==> src/rtl/ascon_out_unpacker.sv <==
// Serialises 128-bit words from the ascon output FIFO into a byte-exact 32-bit valid/ready stream.
// The last beat of a transfer is trimmed with m_keep/m_last against the programmed length.
module ascon_out_unpacker #(
  parameter int WORD_W      = 128,
  parameter int OUT_W       = 32,
  parameter int RD_LAT      = 1,
  parameter int STALL_LIMIT = 1023
) (
  input  logic                 clock,
  input  logic                 reset,
  input  logic                 start,
  input  logic [15:0]          len_bytes,
  input  logic [WORD_W-1:0]    fifo_data,
  input  logic                 fifo_empty,
  output logic                 fifo_rd_en,
  output logic [OUT_W-1:0]     m_data,
  output logic [OUT_W/8-1:0]   m_keep,
  output logic                 m_valid,
  input  logic                 m_ready,
  output logic                 m_last,
  output logic                 busy,
  output logic                 done,
  output logic                 err,
  output logic [2:0]           dbg_state
);

  localparam int BEATS = WORD_W / OUT_W;
  localparam int BPB   = OUT_W / 8;
  localparam int IDX_W = (BEATS > 1) ? $clog2(BEATS) : 1;
  localparam logic [BPB-1:0] KEEP_ALL = '1;
  localparam logic [31:0]    STALL_M1 = 32'(STALL_LIMIT - 1);

  typedef enum logic [2:0] {
    S_IDLE  = 3'd0,
    S_FETCH = 3'd1,
    S_WAIT  = 3'd2,
    S_EMIT  = 3'd3,
    S_FIN   = 3'd4
  } state_t;

  // Stream handshake: a beat transfers on any rising edge where m_valid and m_ready are both 1;
  // m_valid never drops and m_data/m_keep/m_last never change until that beat has transferred.

  state_t            state, state_next;
  logic [15:0]       rem;
  logic [IDX_W-1:0]  idx;
  logic [WORD_W-1:0] word;
  logic [31:0]       stall_cnt;

  logic              hs;
  logic              last_beat;
  logic              stall_hit;
  logic [WORD_W-1:0] word_sh;
  logic [OUT_W-1:0]  beat;
  logic [BPB-1:0]    keep_w;
  logic [OUT_W-1:0]  byte_mask;

  assign hs        = (state == S_EMIT) && m_ready;
  assign last_beat = (rem <= 16'(BPB));
  assign stall_hit = (STALL_LIMIT != 0) && fifo_empty && (stall_cnt == STALL_M1);

  always_ff @(posedge clock or posedge reset) begin
    if (reset) begin
      state <= S_IDLE;
    end else begin
      state <= state_next;
    end
  end

  always_comb begin
    state_next = state;
    case (state)
      S_IDLE: begin
        if (start) state_next = (len_bytes == 16'd0) ? S_FIN : S_FETCH;
      end
      S_FETCH: begin
        if (!fifo_empty)   state_next = (RD_LAT == 0) ? S_EMIT : S_WAIT;
        else if (stall_hit) state_next = S_FIN;
      end
      S_WAIT: state_next = S_EMIT;
      S_EMIT: begin
        if (hs) begin
          if (last_beat)                      state_next = S_FIN;
          else if (idx == IDX_W'(BEATS - 1))  state_next = S_FETCH;
        end
      end
      S_FIN:   state_next = S_IDLE;
      default: state_next = S_IDLE;
    endcase
  end

  // Transfer bookkeeping: remaining bytes, beat index, buffered word, stall counter, sticky error.
  always_ff @(posedge clock or posedge reset) begin
    if (reset) begin
      rem       <= '0;
      idx       <= '0;
      word      <= '0;
      stall_cnt <= '0;
      err       <= 1'b0;
    end else begin
      case (state)
        S_IDLE: begin
          if (start) begin
            rem       <= len_bytes;
            idx       <= '0;
            stall_cnt <= '0;
            err       <= 1'b0;
          end
        end
        S_FETCH: begin
          if (!fifo_empty) begin
            stall_cnt <= '0;
            idx       <= '0;
            if (RD_LAT == 0) word <= fifo_data;
          end else begin
            stall_cnt <= stall_cnt + 32'd1;
            if (stall_hit) err <= 1'b1;
          end
        end
        S_WAIT: word <= fifo_data;
        S_EMIT: begin
          if (hs) begin
            rem <= last_beat ? 16'd0 : rem - 16'(BPB);
            idx <= idx + 1'b1;
          end
        end
        default: ;
      endcase
    end
  end

  // Beat selection and byte trimming; every output decodes registered state only.
  always_comb begin
    word_sh   = word << (OUT_W * int'(idx));
    beat      = word_sh[WORD_W-1 -: OUT_W];
    keep_w    = last_beat ? ~(KEEP_ALL >> rem) : KEEP_ALL;
    byte_mask = '0;
    for (int b = 0; b < BPB; b++) begin
      byte_mask[OUT_W-1-8*b -: 8] = {8{keep_w[BPB-1-b]}};
    end

    fifo_rd_en = (state == S_FETCH) && !fifo_empty;
    busy       = (state == S_FETCH) || (state == S_WAIT) || (state == S_EMIT);
    done       = (state == S_FIN);
    m_valid    = (state == S_EMIT);
    m_last     = (state == S_EMIT) && last_beat;
    m_keep     = (state == S_EMIT) ? keep_w : '0;
    m_data     = (state == S_EMIT) ? (beat & byte_mask) : '0;
    dbg_state  = state;
  end

endmodule

==> config.mk <==
export PLATFORM = sky130hd
export DESIGN_NAME = ascon_out_unpacker
export DESIGN_NICKNAME = d
export VERILOG_FILES = /design/src/rtl/ascon_out_unpacker.sv
export SDC_FILE = /design/constraint.sdc
export NUM_CORES = 1
export LEC_CHECK = 0
export CAP_MARGIN = 10
export CORE_ASPECT_RATIO = 1.4
export CORE_MARGIN = 2
export CORE_UTILIZATION = 51
export CTS_CLUSTER_SIZE = 12
export DETAILED_ROUTE_END_ITERATION = 10
export PLACE_DENSITY = 0.91
export SYNTH_ARGS = -nofsm -noshare
export SYNTH_HDL_FRONTEND = slang
export SYNTH_SLANG_ARGS = --single-unit
==> constraint.sdc <==
create_clock -name clock -period 6.8 [get_ports clock]
set_input_delay 1.36 -clock clock [delete_from_list [all_inputs] [get_ports clock]]
set_output_delay 1.36 -clock clock [all_outputs]
set_load 0.005 [all_outputs]
==> run metrics, run 1 <==
Cells after DPL 1,136; Final #Nets 1,073; Main synth FF type dfrtp_1; Hold Path Class reg2reg; vias in the first global route 7,144; first-pass GRT wire length 36,520 um; total number of yosys warnings 0; remaining global-route overflow 0; area delta synth->final 30.24%; cell count of the worst hold path 1; Post-synth EDFFs 0; CP Launch Point rem[3]; total negative slack 0 ns; H-Tree Depth 4; cell count along the critical path 6; # resized after CTS 0; syn nets 892; synth cell count leaders dfrtp_1 (182), mux2_2 (129), o21ai_0 (48); crit-path max FO 12; post-CTS setup repair buffer count 0; reg2reg end rem[13]; total wire length 22,620 um; share of layout cells above drive strength 1 23.71%; Bufs on Longest Clock Path 2; Critical Path Source Type flop; RSZ-0062 raised after global routing no; CP endpoint kind primary output; dominant cells by area after synthesis dfrtp_1 (51%), mux2_2 (16%), mux4_2 (8.0%), o21ai_0 (2.7%), nand2_1 (1.8%); CP max stage delay 0.79 ns; crit path time final 5.046 ns; Power Dens Cells 417.5 nW/um2; post-route insts no fill 1,168; HPWL after DPL 16,070 um; placed instance area 11,140 um2; Final setup violation count 0; Slew @ Worst Pin 0.9571 ns; FF-to-FF path depth 7; clk sinks 182; GP Congestion 0.9082; CTS buffer count 17; pin count of the biggest net entering global routing 103; cell family contributing the most delay on the critical path simple AND/OR/NAND/NOR gates; worst path cell trace or4_1 -> nor3_2 -> nand3b_1 -> o21ai_2 -> nor2b_1 -> clkdlybuf4s50_1; slowest CP cell o21ai_2; worst path required time 5.44 ns; WS Path Type reg2out; Starting Density 51.97%; Worst setup endpoint m_data[10]; Worst Clk Skew 0.005883 ns; Netlist cell types 59; async set or reset register ratio after synthesis 100.0%; register area share after synthesis 50.56%; CTS tree done; Global Route Usage Sum 25.14%; WP data arrival 3.69 ns; wire length per cell 19.37 um; period utilisation layout 74.20%; die width 116.3 um; # rows 57; Seq cells post-synth 182; ANT nets after route 0; Hold Violations, Final 0; Mapped Cells 738; initial drt markers 506; Post-Layout Inst Area 11,730 um2; hold buffers post-CTS 0; storage element area 4557 um2; top-count cell post-synth dfrtp_1; via count 6,870; Slew Viols, Final 0; Ports 194; Rel. slew slack 36.19%; DRC viols 0; Antenna diodes 0; Mapped Area 9007 um2; Clock Tree Root clkbuf_16; clk_lat worst skew 0.42 ns; die area 18,760 um2; Synth top area share 50.56%; R2R Setup Slk 4.04 ns; status complete, no violations; vias per inst 5.882; drt pass-1 iters 5; area of the multi-input gates 4212 um2; RR Startpoint dbg_state[0]; Fmax 198.2 MHz; Static Leak 0.004670 uW; CP Buf/Inv Count 1; peak supply drop 0.0002364 V; IO buf count 193; filler cell count in the final layout 1,258; maxcap violations 0; Avg Inst Size Synth 12.21 um2; initial antenna violation count 0; Die Ht 161.2 um; core area 17,330 um2; cell accounting for the most synthesized area dfrtp_1; Reg clk slew, reported paths 0.07 ns
state kept, by name (all words and copies together), names as in the netlist:
signal,cells
dbg_state,3
rem,16
idx,2
stall_cnt,32
word,128
err,1
cell usage in the layout, fill, tap and decap left out, types with 5 or more instances in the layout:
master / count
or4_1: 8
nand2_1: 44
a22o_1: 5
nor2_1: 32
clkbuf_16: 17
dfrtp_1: 180
o21ai_0: 48
a31oi_1: 6
and3_1: 11
clkdlybuf4s50_1: 193
nand3_1: 22
nor2b_1: 24
nor3_1: 9
nand4_1: 14
mux2_2: 129
a21oi_1: 18
inv_1: 17
o31ai_1: 8
nor4_1: 12
buf_4: 9
mux4_2: 32
ha_1: 5
worst min path at each step:
stage / from / end / slack (ns)
after global routing: word[43] / word[43] / 0.52
after detailed placement: word[32] / word[32] / 0.49
final: word[4] / word[4] / 0.50
after floorplan: stall_cnt[11] / stall_cnt[11] / 0.47
after CTS: word[32] / word[32] / 0.51
after global placement: word[59] / word[59] / 0.48
final cells by class:
class	count	area share (%)
sequential	182	38.84
inverter	19	0.6506
timing repair buffer	202	17.04
clock buffer	19	3.861
clock inverter	13	1.184
multi-input combinational	497	35.90
tap	236	2.517
logic make-up after synthesis:
group | count (synthesis) | share of synthesized area (%)
muxes | 162 | 24.24
adders and majority gates | 5 | 0.6945
AOI/OAI and AO/OA | 121 | 8.710
DFF | 182 | 50.56
and+or+nand+nor | 205 | 12.60
buffers and inverters | 59 | 2.806
xor gates and xnor gates | 4 | 0.3889
stage by stage:
| step | hold slack (ns) | total power, uW | utilization (%) | setup slack (ns) |
|---|---|---|---|---|
| floorplan | 0.4734 | 3232 | - | 0.4963 |
| global placement | 0.4840 | 3833 | 64.28 | 2.459 |
| detailed placement | 0.4901 | 3930 | 64.28 | 2.257 |
| CTS | 0.5064 | 4926 | 67.69 | 1.771 |
| global route | 0.5180 | 5185 | 67.69 | 1.641 |
| finish | 0.5038 | 4897 | 67.69 | 1.754 |
worst register-to-register path, delay by kind of cell (launching register included):
family | cells | cell delay [ns]
and+or+nand+nor | 3 | 1.09
buffers and inverters | 2 | 0.63
AOI/OAI and AO/OA | 2 | 0.31
DFF | 1 | 0.65
routing by layer:
layer / vias up / wire length [um] / track usage (%)
met4: 0 / 857 / 10.77
met5: - / 0 / 0
li1: 3112 / - / -
met3: 56 / 1551 / 6.642
met2: 267 / 11580 / 41.89
met1: 3435 / 8636 / 30.62
report_power, final:
group / switching [uW] / internal (uW)
Combinational: 823 / 1200
Sequential: 342 / 1550
Clock: 453 / 538
Note: power is estimated with default switching activity, not from simulation.
==> run 2, diff against run 1 <==
==> constraint.sdc (replaced) <==
create_clock -name clock -period 4.7 [get_ports clock]
set_input_delay 0.94 -clock clock [delete_from_list [all_inputs] [get_ports clock]]
set_output_delay 0.94 -clock clock [all_outputs]
set_load 0.005 [all_outputs]
==> run 2 against run 1 <==
Effect of this change: sequential cell count unchanged; clock power up 43%; sequential share of layout area down 0.14 points; largest power group unchanged; highest routed layer unchanged.
==> run metrics, run 2 (synthesized netlist as in run 1, its figures left out) <==
area delta synth->final 30.71%; peak supply drop 0.0003920 V (+66%); IO buf count 193 (unchanged); final worst slack 0.5394 ns (-1.215 ns); clk_lat worst skew 0.43 ns (about the same); drt pass-1 iters 7 (+2); total wire length 22,660 um (+0.16%); Logic pwr share 41.5% (+0.3 points); post-route insts no fill 1,168 (unchanged); Global Route Usage Sum 25.15% (about the same); RSZ-0062 raised after global routing no; Final #Nets 1,073 (unchanged); H-Tree Depth 4 (unchanged); most common cell after layout, fill and taps aside clkdlybuf4s50_1; GP Congestion 0.8867 (-2.4%); Rel. slew slack 37.79% (+1.6 points); total negative slack 0 ns (unchanged); clk sinks 182 (unchanged); share of layout cells above drive strength 1 23.61% (-0.11 points); largest registers word (128), stall_cnt (32), rem (16); remaining global-route overflow 0 (unchanged); Power Dens Cells 602.7 nW/um2 (+44%); # rows 57 (unchanged); most frequent cells in the layout clkdlybuf4s50_1 (193), dfrtp_1 (180), mux2_2 (129); Bufs on Longest Clock Path 2 (unchanged); first-pass GRT wire length 36,240 um (-0.77%); Final setup violation count 0 (unchanged); post-place setup slack 1.048 ns (-1.209 ns); hold buffers post-CTS 0 (unchanged); worst path required time 3.76 ns (-1.68 ns); WP data arrival 3.22 ns (-0.47 ns); Int Pwr 4737 uW (+44%); Switching Share 33.24% (+0.21 points); Hold Violations, Final 0 (unchanged); CTS buffer count 17 (unchanged); share of power burned in registers 38.6% (about the same); die area 18,760 um2 (unchanged); worst path cell trace or4_1 -> nor3_2 -> nand3b_1 -> buf_4 -> o21ai_2 -> nor2b_1 -> clkdlybuf4s50_1; Critical Path Source Type flop; DRC viols 0 (unchanged); period utilisation layout 88.52%; max reg flops 128 (unchanged); via count 6,856 (-0.20%); post-CTS setup repair buffer count 0 (unchanged); Biggest register word; vias in the first global route 7,186 (+0.59%); vias per inst 5.870 (-0.20%); Sw Pwr 2359 uW (+46%); CTS tree done; WS Path Type reg2out; Worst Clk Skew 0.007823 ns (+0.001940 ns); Hold Path Class reg2reg; HPWL after DPL 15,870 um (-1.3%); Ports 194 (unchanged); Clock Tree Root clkbuf_16; # resized after CTS 0 (unchanged); Reg clk slew, reported paths 0.07 ns (about the same); maxcap violations 0 (unchanged); die width 116.3 um (unchanged); CP max stage delay 0.59 ns (-0.20 ns); Clk pwr share 20.0% (-0.2 points); Slew Viols, Final 0 (unchanged); initial drt markers 569 (+12%); Antenna diodes 0 (unchanged); Cells after DPL 1,136 (unchanged); Post-Layout Inst Area 11,770 um2 (+0.36%); core area 17,330 um2 (unchanged); placed instance area 11,190 um2 (+0.44%); slowest CP cell or4_1; CP endpoint kind primary output; Die Ht 161.2 um (unchanged); initial antenna violation count 0 (unchanged); wire length per cell 19.40 um (+0.16%); Fin Hold WS 0.5063 ns (+0.002523 ns); Fmax 240.3 MHz; crit-path max FO 12 (unchanged); Static Leak 0.004679 uW (+0.20%); ANT nets after route 0 (unchanged); crit path time final 4.161 ns; pin count of the biggest net entering global routing 130 (+26%); Slew @ Worst Pin 0.9331 ns (-0.02404 ns); status complete, no violations; Starting Density 51.97% (unchanged)
run 2: changes by cell type in the layout (fill, tap and decap cells not counted), sizes merged:
cell    change
inv         +2
clkbuf      -1
clkinv      -1
run 2: through the flow:
stage	power, uW	utilization, %
final	7096	67.94
after CTS	7130	67.94
after global placement	5550	64.56
after global routing	7511	67.94
after floorplan	4676	-
after detailed placement	5681	64.56
run 2: layout make-up:
cell class	count	area, um2
Clock buffer	18	429.2
Clock inverter	14	156.4
Timing Repair Buffer	202	2049
Multi-Input combinational cell	497	4212
Inverter	19	75.07
Fill cell	1237	5557
Sequential cell	182	4557
Tap cell	236	295.3
run 2: worst paths after layout:
| path | start | endpoint | slack [ns] | depth (start not counted) |
|---|---|---|---|---|
| max in group asynchronous | reset | idx[1] | 2.88 | 3 |
| worst max-delay path | rem[3] | m_data[11] | 0.54 | 7 |
| min in group asynchronous | reset | word[106] | 0.93 | 2 |
| worst min register to register | word[120] | word[120] | 0.51 | 1 |
| worst min-delay path | word[120] | word[120] | 0.51 | 1 |
| worst max register to register | dbg_state[0] | rem[13] | 2.03 | 7 |
run 2: per-layer routing:
layer,GRT usage [%],vias to the layer above,share of wire (%)
li1,-,3120,-
met1,29.33,3407,37
met2,43.53,274,53
met3,6.492,55,6.4
met4,10.44,0,3.4
met5,0,-,0
run 2: worst max-delay path: cells and delay by family, from the launching register on:
family,cells,cell delay [ns]
AOI/OAI and AO/OA,1,0.55
buffers and inverters,2,0.69
DFF,1,0.41
and+or+nand+nor,4,1.14
run 2: power by group through the flow:
| stage | logic, uW | registers [uW] | clock network [uW] |
|---|---|---|---|
| 3_5_place_dp | 2920 | 2760 | 0 |
| 5_1_grt | 3170 | 2830 | 1520 |
| 4_1_cts | 2950 | 2730 | 1450 |
| 2_1_floorplan | 2150 | 2520 | 0 |
| 6_report | 2940 | 2740 | 1420 |
| 3_3_place_gp | 2850 | 2700 | 0 |
